===== config.mk =====
export PLATFORM = sky130hd
export DESIGN_NAME = jzjpcc_memory_stage
export DESIGN_NICKNAME = d
export VERILOG_FILES = /design/src/rtl/jzjpcc_memory_stage.sv
export SDC_FILE = /design/constraint.sdc
export NUM_CORES = 1
export LEC_CHECK = 0
export ABC_AREA = 0
export BUFFER_PORTS_ARGS = -buffer_cell sky130_fd_sc_hd__buf_2
export CORE_AREA = 2 2 133 135
export DETAILED_ROUTE_END_ITERATION = 12
export DIE_AREA = 0 0 135 137
export GPL_TIMING_DRIVEN = 1
export PLACE_DENSITY = 0.78
export SLEW_MARGIN = 30
export SYNTH_ARGS = -nofsm -noshare
export SYNTH_HDL_FRONTEND = slang
export SYNTH_SLANG_ARGS = --single-unit

===== constraint.sdc =====
create_clock -name clock -period 2 [get_ports clock]
set_clock_uncertainty 0.1 [all_clocks]
set_input_delay 0.2 -clock clock [delete_from_list [all_inputs] [get_ports clock]]
set_output_delay 0.2 -clock clock [all_outputs]
set_load 0.05 [all_outputs]

===== src/rtl/jzjpcc_memory_stage.sv =====
// jzjpcc_memory_stage: RV32I memory stage plus the M/W pipeline register.
// Optional misaligned-access trap enabled by defining JZJPCC_MISALIGN_CHECK_EN.
module jzjpcc_memory_stage #(
   parameter int DMEM_ADDR_W = 12
) (
   input  logic                   clock,
   input  logic                   reset_n,
   input  logic                   stall,
   input  logic                   flush,
   input  logic [4:0]             rdAddr_memory,
   input  logic                   rdWriteEnable_memory,
   input  logic                   rdSource_memory,
   input  logic                   memRead_memory,
   input  logic                   memWrite_memory,
   input  logic [2:0]             funct3_memory,
   input  logic [31:0]            aluResult_memory,
   input  logic [31:0]            rs2_memory,
   output logic [DMEM_ADDR_W-1:0] dmem_addr,
   output logic [31:0]            dmem_wdata,
   output logic [3:0]             dmem_byteEn,
   output logic                   dmem_we,
   output logic                   dmem_re,
   input  logic [31:0]            dmem_rdata,
   output logic [4:0]             rdAddr_writeback,
   output logic                   rdWriteEnable_writeback,
   output logic                   rdSource_writeback,
   output logic [31:0]            memoryOut_writeback,
   output logic [31:0]            aluResult_writeback,
   output logic [2:0]             funct3_writeback,
   output logic [3:0]             memByteMask_writeback,
   output logic                   fwdValid,
   output logic [4:0]             fwdAddr,
   output logic [31:0]            fwdData,
   output logic [31:0]            loadCount,
   output logic [31:0]            storeCount
`ifdef JZJPCC_MISALIGN_CHECK_EN
   ,
   output logic                   misalignErr,
   output logic [31:0]            misalignAddr
`endif
);

   logic [3:0]  w_mask;
   logic [3:0]  w_maskEff;
   logic [31:0] w_wdata;
   logic        w_misalign;
   logic        w_enter;

   logic [4:0]  r_rdAddr;
   logic        r_rdWe;
   logic        r_rdSrc;
   logic [31:0] r_alu;
   logic [2:0]  r_funct3;
   logic [3:0]  r_mask;
   logic [31:0] r_loadCount;
   logic [31:0] r_storeCount;

   // Byte-lane mask and lane-replicated store data from the access width
   always_comb begin
      w_mask  = 4'b0000;
      w_wdata = rs2_memory;
      unique case (funct3_memory[1:0])
         2'b00: begin
            w_mask  = 4'b0001 << aluResult_memory[1:0];
            w_wdata = {4{rs2_memory[7:0]}};
         end
         2'b01: begin
            w_mask  = 4'b0011 << {aluResult_memory[1], 1'b0};
            w_wdata = {2{rs2_memory[15:0]}};
         end
         2'b10: begin
            w_mask  = 4'b1111;
            w_wdata = rs2_memory;
         end
         default: begin
            w_mask  = 4'b0000;
            w_wdata = rs2_memory;
         end
      endcase
   end

`ifdef JZJPCC_MISALIGN_CHECK_EN
   logic        r_misErr;
   logic [31:0] r_misAddr;

   // Flag halves on odd bytes and words off a 4-byte boundary
   always_comb begin
      w_misalign = 1'b0;
      if (memRead_memory | memWrite_memory) begin
         if (funct3_memory[1:0] == 2'b01)
            w_misalign = aluResult_memory[0];
         else if (funct3_memory[1:0] == 2'b10)
            w_misalign = |aluResult_memory[1:0];
      end
   end

   // Sticky error flag capturing only the first offending address
   always_ff @(posedge clock or negedge reset_n) begin
      if (!reset_n) begin
         r_misErr  <= 1'b0;
         r_misAddr <= 32'h0;
      end else if (w_misalign & ~stall & ~flush & ~r_misErr) begin
         r_misErr  <= 1'b1;
         r_misAddr <= aluResult_memory;
      end
   end

   assign misalignErr  = r_misErr;
   assign misalignAddr = r_misAddr;
`else
   assign w_misalign = 1'b0;
`endif

   assign w_maskEff = w_misalign ? 4'b0000 : w_mask;
   assign w_enter   = ~stall & ~flush & ~w_misalign;

   // reset_n gates the strobe so a write cannot slip out during reset
   assign dmem_addr   = aluResult_memory[DMEM_ADDR_W+1:2];
   assign dmem_wdata  = w_wdata;
   assign dmem_byteEn = memWrite_memory ? w_maskEff : 4'b0000;
   assign dmem_we     = memWrite_memory & w_enter & reset_n;
   assign dmem_re     = ~stall;

   assign fwdValid = rdWriteEnable_memory & ~memRead_memory &
                     (rdAddr_memory != 5'd0);
   assign fwdAddr  = rdAddr_memory;
   assign fwdData  = aluResult_memory;

   // M/W register: stall holds, flush or misalign inserts a bubble
   always_ff @(posedge clock or negedge reset_n) begin
      if (!reset_n) begin
         r_rdAddr <= 5'd0;
         r_rdWe   <= 1'b0;
         r_rdSrc  <= 1'b0;
         r_alu    <= 32'h0;
         r_funct3 <= 3'd0;
         r_mask   <= 4'd0;
      end else if (!stall) begin
         if (flush | w_misalign) begin
            r_rdAddr <= 5'd0;
            r_rdWe   <= 1'b0;
            r_rdSrc  <= 1'b0;
            r_alu    <= 32'h0;
            r_funct3 <= 3'd0;
            r_mask   <= 4'd0;
         end else begin
            r_rdAddr <= rdAddr_memory;
            r_rdWe   <= rdWriteEnable_memory &
                        (rdAddr_memory != 5'd0);
            r_rdSrc  <= rdSource_memory;
            r_alu    <= aluResult_memory;
            r_funct3 <= funct3_memory;
            r_mask   <= w_mask;
         end
      end
   end

   // Retired access counters, wrapping naturally at 2^32
   always_ff @(posedge clock or negedge reset_n) begin
      if (!reset_n) begin
         r_loadCount  <= 32'h0;
         r_storeCount <= 32'h0;
      end else if (w_enter) begin
         if (memRead_memory)
            r_loadCount <= r_loadCount + 32'd1;
         if (memWrite_memory)
            r_storeCount <= r_storeCount + 32'd1;
      end
   end

   assign rdAddr_writeback        = r_rdAddr;
   assign rdWriteEnable_writeback = r_rdWe;
   assign rdSource_writeback      = r_rdSrc;
   assign aluResult_writeback     = r_alu;
   assign funct3_writeback        = r_funct3;
   assign memByteMask_writeback   = r_mask;
   assign memoryOut_writeback     = dmem_rdata;
   assign loadCount               = r_loadCount;
   assign storeCount              = r_storeCount;

endmodule


# --- After elaboration in Yosys (flattened, before gate mapping) ---
# Cells that the tools add are included.
word_totals:
  register_bits: 110
  input_bits: 112
  output_inout_bits: 230
op_classes:
  add_sub_neg: 2
  n_eq_ne: 2
  shift: 2
  muxes: 9
  n_bitwise: 9
  n_reduce_logical: 4
op_table:
  columns: ["cell", "count"]
  rows:
  - ["adder 32 x 1 -> 32 bit (second input constant)", 2]
  - ["case mux 32 bit (2 select lines)", 1]
  - ["two-way mux 32 bit", 1]
  - ["case mux 4 bit (3 select lines)", 1]
  - ["two-way mux 4 bit", 2]
  - ["bitwise AND 1 bit", 6]
  - ["two-way mux 5 bit", 1]
  - ["nonzero test 5 bit", 1]
  - ["AND reduction 2 bit", 2]
  - ["<< shifter 1 x 2 -> 4 bit (first input constant)", 1]
  - ["<< shifter 2 x 2 -> 4 bit (first input constant)", 1]
  - ["two-way mux 3 bit", 1]
  - ["NOT 1 bit", 3]
  - ["== test 2 x 1 -> 1 bit (second input constant)", 1]
  - ["== test 2 bit (second input constant)", 1]
  - ["zero test 2 bit", 1]
  - ["two-way mux 1 bit", 2]

# --- Logic depth before layout (Yosys ltp) ---
depth:
  ltp_word: 4
  ltp_mapped: 6
  ltp_nobuf: 5

# --- Worst setup path after synthesis ---
# OpenSTA, ideal clock, no wires.
synth_timing:
  path_type: "input-to-output"
  startpoint: "input funct3_memory[0]"
  endpoint: "output dmem_wdata[24]"
  arrival_ps: 2006
  path_slack_ps: -306
  stages: 4
  path_buffers: 2
  path_cell_list: "clkbuf_1 -> buf_1 -> mux2i_1 -> o21ai_0"
synth_via:
  elab_chain_len: 2
  word_cells_on_any_way: 3
  cone_classes: "eq/ne (1); mux (1); reduce/logical (1)"
synth_rtl:
  columns: ["element", "line", "text"]
  rows:
  - ["from (decl)", "15", "input logic [2:0] funct3_memory,"]
  - ["== test 2 x 1 -> 1 bit or zero test 2 bit (tied branches)", "62", "unique case (funct3_memory[1:0])"]
  - ["case mux 32 bit (2 select lines) (*)", "62", null]
  - ["to (decl)", "19", "output logic [31:0] dmem_wdata,"]
# Every way passes the cells marked *; elsewhere a longest branch is shown, timed or not.

# --- Worst setup path in the final report ---
layout_timing:
  startpoint: "register r_storeCount[8], in the netlist storeCount[8]"
  endpoint: "register r_storeCount[31], in the netlist storeCount[31]"
layout_via:
  elab_chain_len: 1
layout_rtl:
  columns: ["element", "line", "text"]
  rows:
  - ["from (decl)", "56", "logic [31:0] r_storeCount;"]
  - ["from (signal assigned)", "167", "r_storeCount <= r_storeCount + 32'd1;"]
  - ["adder 32 x 1 -> 32 bit", "167", null]
# No other way between the ends.
# A chain may end at the register's enable or synchronous reset.

==> results.json <==
{
  "outcome": "finished, final reports clean",
  "cp_slowest_stage_delay_ps": 620,
  "worstPathRequired_ps": 2180,
  "cp.arrival_ps": 2060,
  "crit_path_max_fanout": 10,
  "rrSetupSlack_ps": 120,
  "synthFlopType": "dfrtp_1",
  "vias": 4946,
  "diodes": 0,
  "cp-end-kind": "flop",
  "cts_tree": "built",
  "coreArea_mm2": 0.0171,
  "ys_types": 38,
  "port_buffers": 277,
  "clock_sinks": 110,
  "grt_max_degree": 111,
  "fin_cells": 1036,
  "slew_violations": 0,
  "tightest_slew_ps": 606,
  "path_buf_inv": 0,
  "die_width_um": 135,
  "setup_violations": 0,
  "hpwlAfterDp_um": 12600,
  "hold_viol": 0,
  "yosysSeqAreaShare_pct": 45.9,
  "cpLargestDelayFamily": "simple AND/OR/NAND/NOR gates",
  "drt_iter0_drc": 274,
  "slew_headroom_pct": 59.6,
  "syn_area_mm2": 0.00599,
  "area_growth_pct": 25.5,
  "synth-edff-count": 0,
  "die_area_mm2": 0.0185,
  "synth_cells": 599,
  "clock_path_buffers": 2,
  "placed_area_mm2": 0.00708,
  "period_share_pct": 93.9,
  "multi_input_area_mm2": 0.00244,
  "finalPower_mw": 6.30,
  "clk_latency_ps": 350,
  "htree_num_levels": 3,
  "first_pass_iters": 4,
  "max_freq_ghz": 0.533,
  "clk_pin_slew_ps": 80,
  "nNetsFinal": 920,
  "yosysWarnings": 0,
  "num_rows": 48,
  "grtUsageTotal_pct": 18.0,
  "fin_area_mm2": 0.00753,
  "grt_pass1_vias": 4772,
  "seq_area_mm2": 0.00277,
  "layout_setup_ws_ps": 123,
  "antenna_found_initial": 0,
  "drive_gt1_share_pct": 43.3,
  "critical_path_class": "reg2reg",
  "fin_crit_ps": 1880,
  "placed_cells": 1006,
  "cts_setup_buffers": 0,
  "fillCellCount": 1676,
  "synthesis.nets": 713,
  "cap_viol_max_count": 0,
  "power_density_mw_per_mm2": 838,
  "min_path_type": "in2reg",
  "p_leak_nw": 3.90,
  "numCtsBuffers": 9,
  "drt-total-wl_um": 16800,
  "antenna_left": 0,
  "cts_root_buffer": "clkbuf_16",
  "peakVddDrop_mv": 0.431,
  "worst_path_max_delay_cell": "or3_1",
  "async_flop_share_pct": 100,
  "grt_pass1_wl_um": 25900,
  "drc_errors": 0,
  "post_cts_resized": 0,
  "synth_seq_cells": 110,
  "crit_chain": "nand4_2 > or3_1 > nor4_4 > xor2_1",
  "rsz0062_at_grt": "false",
  "avgRoutedWirePerCell_um": 16.2,
  "tns_ps": 0,
  "grt-ovfl-total": 0,
  "pre_cts_slack_ps": 131,
  "initial_core_util_pct": 35.1,
  "start_kind": "flop",
  "synth.avg_cell_area_um2": 10.0,
  "num_io_pins": 342,
  "dieHeight_um": 137,
  "routabilityCongestion": 0.822,
  "viasPerCell": 4.77
}
-- placed cells by master, fill, tap and decap left out, types with 18 or more instances in the layout --
cell	count
buf_2	276
xnor2_1	45
mux2_2	18
nand4_1	24
o21ai_0	39
nand3_1	25
nand2_1	67
dfrtp_1	99
nand2b_1	36
-- stage by stage --
step / utilization, % / hold slack (ps)
finish: 44.1 / 8.21
global route: 44.1 / 22.1
CTS: 44.1 / 0.921
detailed placement: 41.5 / 300
global placement: 41.5 / 298
floorplan: - / -196
-- Yosys cell counts, types with 5 or more instances --
cell type	number	area [um2]
xor2_1	17	149
nand4_1	24	150
nand2b_1	36	225
xnor2_1	45	394
and3_1	10	62.6
a22o_1	7	61.3
dfrtp_1	110	2750
and4_1	5	43.8
clkbuf_1	16	60.1
mux2_2	18	203
nor2_1	13	48.8
and2_1	7	43.8
mux2i_1	9	90.1
nor3_1	8	40.0
nand3_1	25	125
o21ai_0	47	235
buf_4	91	683
inv_1	7	26.3
nand2_1	67	251
-- final cells by class --
class	instances	share of cell area, %
sequential	110	36.8
multi-input combinational	368	32.4
timing repair buffer	310	22.7
tap	225	3.74
clock buffer	11	3.23
clock inverter	5	0.848
inverter	7	0.349
-- metal layers --
metal / up-vias / routed length [um] / global-route usage (%) / part of all wire (%)
met5: - / 0 / 0 / 0
met4: 0 / 186 / 5.32 / 1.1
met3: 14 / 1100 / 4.15 / 6.6
met2: 200 / 8290 / 29.7 / 49
met1: 2366 / 7200 / 23.5 / 43
li1: 2366 / - / - / -
-- final timing paths --
path                            depth (start not counted)                  startpoint                               to
worst min register to register                          1  storeCount[31]$_DFFE_PN0P_       storeCount[31]$_DFFE_PN0P_
max in group asynchronous                               3                     reset_n        storeCount[0]$_DFFE_PN0P_
min in group asynchronous                               3                     reset_n        loadCount[20]$_DFFE_PN0P_
worst min-delay path                                    2            rdAddr_memory[4]  rdAddr_writeback[4]$_DFFE_PN0N_
worst max register to register                          4   storeCount[8]$_DFFE_PN0P_       storeCount[31]$_DFFE_PN0P_
worst max-delay path                                    4   storeCount[8]$_DFFE_PN0P_       storeCount[31]$_DFFE_PN0P_
-- power breakdown --
group	switching (mW)	internal, mW	total [mW]
Clock	0.867	1.02	1.89
Sequential	0.170	2.39	2.56
Combinational	1.40	0.460	1.86
Total	2.44	3.87	6.30
-- sequential cells by signal (all words and copies together) (netlist names) --
name and cells:
rdWriteEnable_writeback 1, aluResult_writeback 32, loadCount 32, storeCount 32, rdAddr_writeback 5, memByteMask_writeback 4
rdSource_writeback 1, funct3_writeback 3
-- cells by family after synthesis --
kind of cell / synth area share (%)
AND/OR/NAND/NOR: 20.5
buffers and inverters: 13.4
flip-flops: 45.9
XOR/XNOR: 9.06
AO/OA/AOI/OAI: 5.78
multiplexers: 4.88
adder cells (fa/ha/maj): 0.417
-- what timing repair did --
| action | 4_1_cts | 5_1_grt |
|---|---|---|
| hold endpoints to repair | 123 | 0 |
| endpoints found under the setup margin | 0 | 0 |
| hold buffers | 14 | 0 |
No activity file was read; power rests on OpenSTA's default activity.
